`config.mk`:
```
export PLATFORM = sky130hd
export DESIGN_NAME = vseven_seg_scanner_flat
export DESIGN_NICKNAME = d
export VERILOG_FILES = /design/src/rtl/vseven_seg_scanner_if.sv /design/src/rtl/vseven_seg_scanner.sv /design/src/flat_wrapper.sv
export SDC_FILE = /design/constraint.sdc
export NUM_CORES = 1
export LEC_CHECK = 0
export ABC_AREA = 1
export BUFFER_PORTS_ARGS = -buffer_cell sky130_fd_sc_hd__buf_2
export CAP_MARGIN = 5
export CELL_PAD_IN_SITES_DETAIL_PLACEMENT = 1
export CELL_PAD_IN_SITES_GLOBAL_PLACEMENT = 1
export CORE_AREA = 2 2 91 93
export DETAILED_ROUTE_END_ITERATION = 16
export DIE_AREA = 0 0 93 95
export GPL_TIMING_DRIVEN = 0
export PLACE_DENSITY_LB_ADDON = 0.08
export SETUP_SLACK_MARGIN = 0.2
export SLEW_MARGIN = 10
export SYNTH_ARGS = -nofsm -noshare
export SYNTH_HDL_FRONTEND = slang
export SYNTH_SLANG_ARGS = --single-unit
```
`constraint.sdc`:
```
create_clock -name clk -period 6.44 [get_ports clk]
set_input_delay 0.966 -clock clk [delete_from_list [all_inputs] [get_ports clk]]
set_output_delay 0.966 -clock clk [all_outputs]
set_load 0.005 [all_outputs]
```
`src/rtl/vseven_seg_scanner_if.sv`:
```
// Display-side bundle of the seven-segment scanner: buffered digit data in, scan/drive outputs back.
// The scanner applies no backpressure; load is a fire-and-forget strobe.
interface vseven_seg_scanner_if;
    logic [15:0] value;
    logic [3:0]  dp_in;
    logic [3:0]  blank_in;
    logic        load;
    logic [1:0]  sel;
    logic [3:0]  an;
    logic [6:0]  seg;
    logic        dp;
    logic        frame_done;

    modport master (
        output value, dp_in, blank_in, load,
        input  sel, an, seg, dp, frame_done
    );

    modport slave (
        input  value, dp_in, blank_in, load,
        output sel, an, seg, dp, frame_done
    );
endinterface

```
`src/rtl/vseven_seg_scanner.sv`:
```
// 4-digit seven-segment scanner, double-buffered at frame wrap; drives lag sel by 1 clock, load never stalled.
// Optional LEADING_ZERO_BLANK_EN: auto-darken leading zero digits 3..1.
module vseven_seg_scanner #(
    parameter int PRESCALE_W = 17
) (
    input  logic               clk,
    input  logic               rst_n,
    vseven_seg_scanner_if.slave bus
);

    typedef struct packed {
        logic [15:0] value;
        logic [3:0]  dp;
        logic [3:0]  blank;
    } disp_t;

    logic [PRESCALE_W-1:0] cnt_q, cnt_d;
    logic [1:0]            sel_q, sel_d;
    disp_t                 disp_q, disp_d;
    disp_t                 pend_q, pend_d;
    logic                  pend_vld_q, pend_vld_d;
    logic                  started_q, started_d;
    logic [3:0]            an_q, an_d;
    logic [6:0]            seg_q, seg_d;
    logic                  dp_q, dp_d;
    logic                  frame_done_q, frame_done_d;

    logic       tick;
    logic       wrap;
    logic [3:0] nib;
    logic [3:0] auto_blank;
    logic       dark;

    function automatic logic [6:0] decode(input logic [3:0] n);
        logic [6:0] s;
        case (n)
            4'h0: s = 7'h40;
            4'h1: s = 7'h79;
            4'h2: s = 7'h24;
            4'h3: s = 7'h30;
            4'h4: s = 7'h19;
            4'h5: s = 7'h12;
            4'h6: s = 7'h02;
            4'h7: s = 7'h78;
            4'h8: s = 7'h00;
            4'h9: s = 7'h10;
            4'hA: s = 7'h08;
            4'hB: s = 7'h03;
            4'hC: s = 7'h46;
            4'hD: s = 7'h21;
            4'hE: s = 7'h06;
            default: s = 7'h0E;
        endcase
        return s;
    endfunction

    always_comb begin
        tick         = &cnt_q;
        wrap         = tick && (sel_q == 2'd3);
        cnt_d        = cnt_q + PRESCALE_W'(1);
        sel_d        = tick ? sel_q + 2'd1 : sel_q;
        started_d    = started_q | tick;
        frame_done_d = wrap;

        // A load coinciding with the wrap still lets the older pending frame through first.
        disp_d     = (wrap && pend_vld_q) ? pend_q : disp_q;
        pend_d     = pend_q;
        pend_vld_d = pend_vld_q;
        if (wrap) begin
            pend_vld_d = 1'b0;
        end
        if (bus.load) begin
            pend_d     = '{value: bus.value, dp: bus.dp_in, blank: bus.blank_in};
            pend_vld_d = 1'b1;
        end
    end

    always_comb begin
        auto_blank = 4'b0000;
`ifdef LEADING_ZERO_BLANK_EN
        auto_blank[3] = (disp_q.value[15:12] == 4'h0);
        auto_blank[2] = (disp_q.value[15:8]  == 8'h00);
        auto_blank[1] = (disp_q.value[15:4]  == 12'h000);
`else
        auto_blank = 4'b0000;
`endif
        nib  = 4'(disp_q.value >> {sel_q, 2'b00});
        // Keep the display dark until the first scan step so reset shows nothing lit.
        dark = !started_q || disp_q.blank[sel_q] || auto_blank[sel_q];
        an_d  = 4'hF;
        seg_d = 7'h7F;
        dp_d  = 1'b1;
        if (!dark) begin
            an_d  = ~(4'b0001 << sel_q);
            seg_d = decode(nib);
            dp_d  = ~disp_q.dp[sel_q];
        end
    end

    always_ff @(posedge clk or negedge rst_n) begin
        if (!rst_n) begin
            cnt_q        <= '0;
            sel_q        <= 2'd3;
            disp_q       <= '0;
            pend_q       <= '0;
            pend_vld_q   <= 1'b0;
            started_q    <= 1'b0;
            an_q         <= 4'hF;
            seg_q        <= 7'h7F;
            dp_q         <= 1'b1;
            frame_done_q <= 1'b0;
        end else begin
            cnt_q        <= cnt_d;
            sel_q        <= sel_d;
            disp_q       <= disp_d;
            pend_q       <= pend_d;
            pend_vld_q   <= pend_vld_d;
            started_q    <= started_d;
            an_q         <= an_d;
            seg_q        <= seg_d;
            dp_q         <= dp_d;
            frame_done_q <= frame_done_d;
        end
    end

    assign bus.sel        = sel_q;
    assign bus.an         = an_q;
    assign bus.seg        = seg_q;
    assign bus.dp         = dp_q;
    assign bus.frame_done = frame_done_q;

endmodule

```
`src/flat_wrapper.sv`:
```
// flat-port wrapper written by rule: the top's interface ports become plain ports
module vseven_seg_scanner_flat 
#(
    parameter int PRESCALE_W = 17
)
  (clk, rst_n, bus_value, bus_dp_in, bus_blank_in, bus_load, bus_sel, bus_an, bus_seg, bus_dp, bus_frame_done);
  vseven_seg_scanner_if bus_i ();
  input  logic clk;
  input  logic rst_n;
  input wire logic [$bits(bus_i.value)-1:0] bus_value;
  input wire logic [$bits(bus_i.dp_in)-1:0] bus_dp_in;
  input wire logic [$bits(bus_i.blank_in)-1:0] bus_blank_in;
  input wire logic [$bits(bus_i.load)-1:0] bus_load;
  output wire logic [$bits(bus_i.sel)-1:0] bus_sel;
  output wire logic [$bits(bus_i.an)-1:0] bus_an;
  output wire logic [$bits(bus_i.seg)-1:0] bus_seg;
  output wire logic [$bits(bus_i.dp)-1:0] bus_dp;
  output wire logic [$bits(bus_i.frame_done)-1:0] bus_frame_done;
  assign bus_i.value = bus_value;
  assign bus_i.dp_in = bus_dp_in;
  assign bus_i.blank_in = bus_blank_in;
  assign bus_i.load = bus_load;
  assign bus_sel = bus_i.sel;
  assign bus_an = bus_i.an;
  assign bus_seg = bus_i.seg;
  assign bus_dp = bus_i.dp;
  assign bus_frame_done = bus_i.frame_done;
  vseven_seg_scanner #(.PRESCALE_W(PRESCALE_W)) u_core (.clk(clk), .rst_n(rst_n), .bus(bus_i));
endmodule
```
# Yosys cells after proc, flatten, opt, wreduce, memory -nomap -nowiden
# Memories as Yosys holds them, arrays and structs flattened.
# Index checks and enable logic that the tools add are counted.
word_totals:
  inputBits: 27
  mem_bits_ro: 112
  out_inout_bits: 15
  word_cells: 42
  n_memories: 1
  register_bits: 82
mem_list:
  columns: ["memory", "words", "word_bits", "read_ports", "rd_ports_with_merged_regs", "write_ports", "line_no", "text"]
  rows:
  - ["(name not given)", 16, 7, 1, 0, 0, "vseven_seg_scanner.sv:36", "case (n)"]
classes:
  n_mux: 11
  addsub: 2
  n_eq_ne: 1
  order_cmp: 1
  n_shift: 2
  bitwise: 3
  n_reduce_logical: 7
op_table:
  columns: ["operator", "count"]
  rows:
  - ["17-bit by 1-bit adder with 17-bit output (second input constant)", 1]
  - ["17-bit AND reduction", 1]
  - ["16-bit by 4-bit right shift with 4-bit output", 1]
  - ["7-bit two-way mux", 1]
  - ["1-bit binary-select mux with 2-bit select", 3]
  - ["1-bit two-way mux", 6]
  - ["4-bit two-way mux", 1]
  - ["4-bit NOT", 1]
  - ["1-bit by 2-bit left shift with 4-bit output (first input constant)", 1]
  - ["2-bit by 3-bit less-than comparator with 1-bit output (second input constant)", 1]
  - ["2-bit by 1-bit adder with 2-bit output (second input constant)", 1]
  - ["2-bit equality test (second input constant)", 1]
  - ["1-bit logical AND", 2]
  - ["1-bit logical OR", 2]
  - ["2-bit nonzero test", 1]
  - ["1-bit logical NOT", 1]
  - ["1-bit NOT", 1]
  - ["1-bit OR", 1]

# Depth between registers and ports, before layout
logic_depth:
  depth_word: 5
  depth_mapped: 15
  mapped_depth_nobuf: 13

# Least setup slack after synthesis
# No wires, ideal clock.
synth_timing:
  path_type: "register -> register"
  start: "register u_core.cnt_q[0]"
  end: "register u_core.disp_q[13] in the netlist's numbering"
  t_required_ns: 6.310
  path_stages_with_launch: 16
  setup_time_ns: 0.130
  arrival_ns: 1.926
  path_slack_ns: 4.384
  n_path_buf: 2
  path_cell_list: "dfrtp_1 -> ha_1 -> nand2_1 -> nor2_1 -> nand2_1 -> nor3_1 -> nand3_1 -> nor2_1 -> ha_1 -> nand2_1 -> inv_1 -> nand2_1 -> buf_2 -> buf_2 -> nand2_1 -> o21ai_0"
synth_between:
  elab_chain_cells: 3
synth_lines:
  columns: ["element", "line_no", "text"]
  rows:
  - ["start: declaration", "vseven_seg_scanner.sv:17", "logic [PRESCALE_W-1:0] cnt_q, cnt_d;"]
  - ["start signal: assignment", "vseven_seg_scanner.sv:113", "cnt_q <= cnt_d;"]
  - ["17-bit AND reduction", "vseven_seg_scanner.sv:58", "tick = &cnt_q;"]
  - ["net u_core.tick", "vseven_seg_scanner.sv:28", "logic tick;"]
  - ["1-bit logical AND", "vseven_seg_scanner.sv:59", "wrap = tick && (sel_q == 2'd3);"]
  - ["net u_core.frame_done_d", "vseven_seg_scanner.sv:26", "logic frame_done_q, frame_done_d;"]
  - ["1-bit logical AND", "vseven_seg_scanner.sv:66", "disp_d = (wrap && pend_vld_q) ? pend_q : disp_q;"]
  - ["end signal: assignment", "vseven_seg_scanner.sv:115", "disp_q <= disp_d;"]
  - ["end: declaration", "vseven_seg_scanner.sv:19", "disp_t disp_q, disp_d;"]
# The timed path passes the listed nets, and every way through them passes these cells.
# A chain may end at the register's enable or synchronous reset.

# Worst setup path in the final report
layout_timing:
  start: "register u_core.cnt_q[0]"
  end: "register u_core.disp_q[17] in the netlist's numbering"
# The elaborated chain is that of the path after synthesis.

==> summary.txt <==
Timing
  • Final hold slack: 466 ps
  • Max Freq: 396 MHz
  • Hold violation total from the final report: 0
  • Setup violators final: 0
  • Final Max Tran Viols: 0
  • Period Utilization, post-route: 39.2%
  • Period minus WS final: 2530 ps
  • RSZ-0062 raised after global routing: no
  • Worst slew pin tran: 552 ps
  • Worst rel slew slack: 63.2%
  • Skew final: 8.89 ps
  • Setup TNS: 0 ps

Logic synthesis
  • Gate Count Post-Synth: about 400
  • Yosys reg bits: 82
  • Syn Nets: 428
  • Cell area after synthesis: 3560 um^2
  • Yosys cell types: 27
  • Mean Syn Cell Area: 9.15 um^2
  • Post-Synth XOR/XNOR Area: 3.20%
  • Ys async rst share: 100%
  • Yosys warning count: 0
  • Post-synth top area share: 47.8%
  • Post-synthesis sequential area ratio: 58.1%
  • Post-synthesis adder-cell area fraction: 4.22%
  • Synth top area cells: dfrtp_1 (48%), nand2_1 (12%), dfstp_2 (10%)
  • Largest family of logic cells by synthesized area: simple AND/OR/NAND/NOR gates
  • Number of enable flip-flop cells after synthesis: 0
  • Simple-Gate Fraction of Synth Area: 20.3%
  • Compound-Gate Fraction of Synth Area: 7.94%
  • Cell taking the most area after synthesis: dfrtp_1
  • Most used DFF post-synth: dfrtp_1
  • Multiplexer share of the synthesized area: 0%

Die
  • Die Height: 95 um
  • Full die area: 8840 um^2
  • Die width: 93 um
  • Initial Utilization: 44.9%
  • IO Count: 42
  • Placeable Area: 7930 um^2
  • Rows: 33

Worst setup path
  • CP peak stage delay: about 390 ps
  • Startpoint Class: flop
  • CP bufs+invs: 3
  • CP startpoint: u_core.cnt_q[0]
  • FF-to-FF Start: u_core.cnt_q[0]
  • WP data required: around 6700 ps
  • Crit-path slowest cell: dfrtp_1
  • Worst setup path endpoint: u_core.disp_q[17]
  • CP Class: flop to flop
  • Most frequent CP cell: nand2_1
  • Critical Path AT: 2730 ps
  • Reg2reg end: u_core.disp_q[17]
  • CP delay by family, top: simple AND/OR/NAND/NOR gates
  • Critical path capture point type: flop
  • Worst reg2reg setup slack: a little under 4000 ps
  • R2R depth: 15
  • Crit Path Max Fanout: 10
  • CP Cell Sequence: ha_1 > nand2_1 > nor2_1 > nand2_1 > nor3_1 > nand3_1 > nor2_1 > ha_1 > nand2_1 > inv_1 > nand2_1 > buf_2 > buf_2 > nand2_1 > o21ai_0
  • Crit path depth: 15

Pwr
  • Power per standard cell area: 223 nW/um^2
  • Combinational power share: 4.5%
  • Maximum vdd drop: 124 uV
  • Switch share: 23.4%
  • P_sw: 214 uW
  • Power Internal: 703 uW
  • Clock group share of total power: 37.6%
  • Share of power burned in registers: 58.0%
  • Static Leak: 0.00196 uW

Layout
  • Commonest non-fill, non-tap cell in the layout: nand2_1
  • Area Growth Syn to Fin: 15.2%
  • Fin nets: 480
  • Footprint of the multi-input gates: 1270 um^2
  • Most frequent cells in the layout: nand2_1 (113), dfrtp_1 (68), o21ai_0 (51)
  • # diodes: 0
  • Fillers: 956
  • Register area: about 2100 um^2
  • Final Util: 51.8%
  • Layout cells sized above 1: 19.1%

Clocking
  • CTS Sinks: about 80
  • CTS tree: done
  • Clk buf depth: 2
  • Worst-Skew Late Latency: ~350 ps
  • H-tree levels: 3
  • Worst-path clk slew: ~80 ps
  • Post-CTS Resized: 0
  • Post CTS Setup Buffer Count: 0
  • Hold-fix buffers, CTS: 0
  • Clock Tree Root: clkbuf_8
  • Cts bufs inserted: 9

Global route
  • Largest net degree at the start of global routing: 55
  • First-pass GRT wire length: 13,400 um
  • Grt ovf: 0
  • Initial antenna violation count: 0
  • Vias in the first global route: 2,902
  • GRT Overall Usage: 19.4%

Placed design
  • RD Place Congestion: 0.774
  • Post-DP HPWL: 5560 um
  • # port buffers: 40

Routing
  • Total number of vias: 2,672
  • Starting DRT DRC Count: 71
  • First-pass DRT Iterations: 4
  • DRT Wirelength: around 7700 um
  • Vias per cell: 4.85
  • DR WL/cell: 14.0 um
  • Post-DRT Antenna Nets: 0
  • # DRC: 0

Flow run
  • # Max-Cap Violations: 0

Status
  • Status: completed

Min path
  • Min-Delay Path Class: flop to flop
worst min path at each step:
stage | start | endpoint | slack (ps) | depth (start not counted)
floorplan | u_core.cnt_q[0] | u_core.cnt_q[0] | 420 | 1
global placement | u_core.cnt_q[0] | u_core.cnt_q[0] | 440 | 1
detailed placement | u_core.cnt_q[0] | u_core.cnt_q[0] | 460 | 1
CTS | u_core.cnt_q[0] | u_core.cnt_q[0] | 470 | 1
global route | u_core.cnt_q[0] | u_core.cnt_q[0] | 490 | 1
finish | u_core.cnt_q[0] | u_core.cnt_q[0] | 470 | 1
through the flow:
| stage | worst slack [ps] | area [um^2] | cells | total power, uW |
|---|---|---|---|---|
| CTS | 3860 | 4100 | 551 | 932 |
| detailed placement | 3940 | 3920 | 535 | 584 |
| global route | 3650 | 4100 | 551 | 962 |
| finish | 3910 | 4100 | 551 | 917 |
| global placement | 3760 | 3890 | 534 | 580 |
| floorplan | 4380 | 3560 | 389 | 557 |
synth_stat cells (6+ instances only):
cell / number
nand2_1: 113
dfrtp_1: 68
o21ai_0: 51
inv_1: 40
nand3_1: 29
nor2_1: 18
dfstp_2: 14
ha_1: 12
xor2_1: 12
clkbuf_1: 6
cell families after synthesis:
kind of cell	count (synthesis)
adders and majority gates	12
AOI/OAI and AO/OA	55
buffers and inverters	55
DFF	82
and+or+nand+nor	172
xor gates and xnor gates	13
layout make-up:
type | instances | share of cell area, %
Buffer | 12 | 1.46
Clock buffer | 12 | 3.78
Clock inverter | 4 | 0.640
Inverter | 43 | 3.93
Multi-Input combinational cell | 252 | 30.9
Sequential cell | 82 | 50.4
Tap cell | 105 | 3.20
Timing Repair Buffer | 41 | 5.61
registers in the layout, indices dropped and copies added (netlist names):
| name | cells |
|---|---|
| u_core.pend_q | 24 |
| u_core.bus.frame_done | 1 |
| u_core.bus.an | 4 |
| u_core.pend_vld_q | 1 |
| u_core.bus.sel | 2 |
| u_core.disp_q | 24 |
| u_core.bus.dp | 1 |
| u_core.started_q | 1 |
| u_core.cnt_q | 17 |
| u_core.bus.seg | 7 |
per-layer routing:
layer  global-route usage, %  vias to the layer above  wire length, um
met4                    8.21                        0              139
met5                       0                        -                0
met1                    25.3                     1301             3680
met3                    3.19                       11              206
li1                        -                     1324                -
met2                    32.3                       36             3680
power groups by stage:
stage	sequential [uW]	combinational, uW	clock (uW)
final	531	41.1	344
after global routing	533	48.4	381
after CTS	532	43.0	357
after detailed placement	542	42.7	0
after global placement	541	39.2	0
after floorplan	541	16.4	0
(Power assumes the default switching activity.)
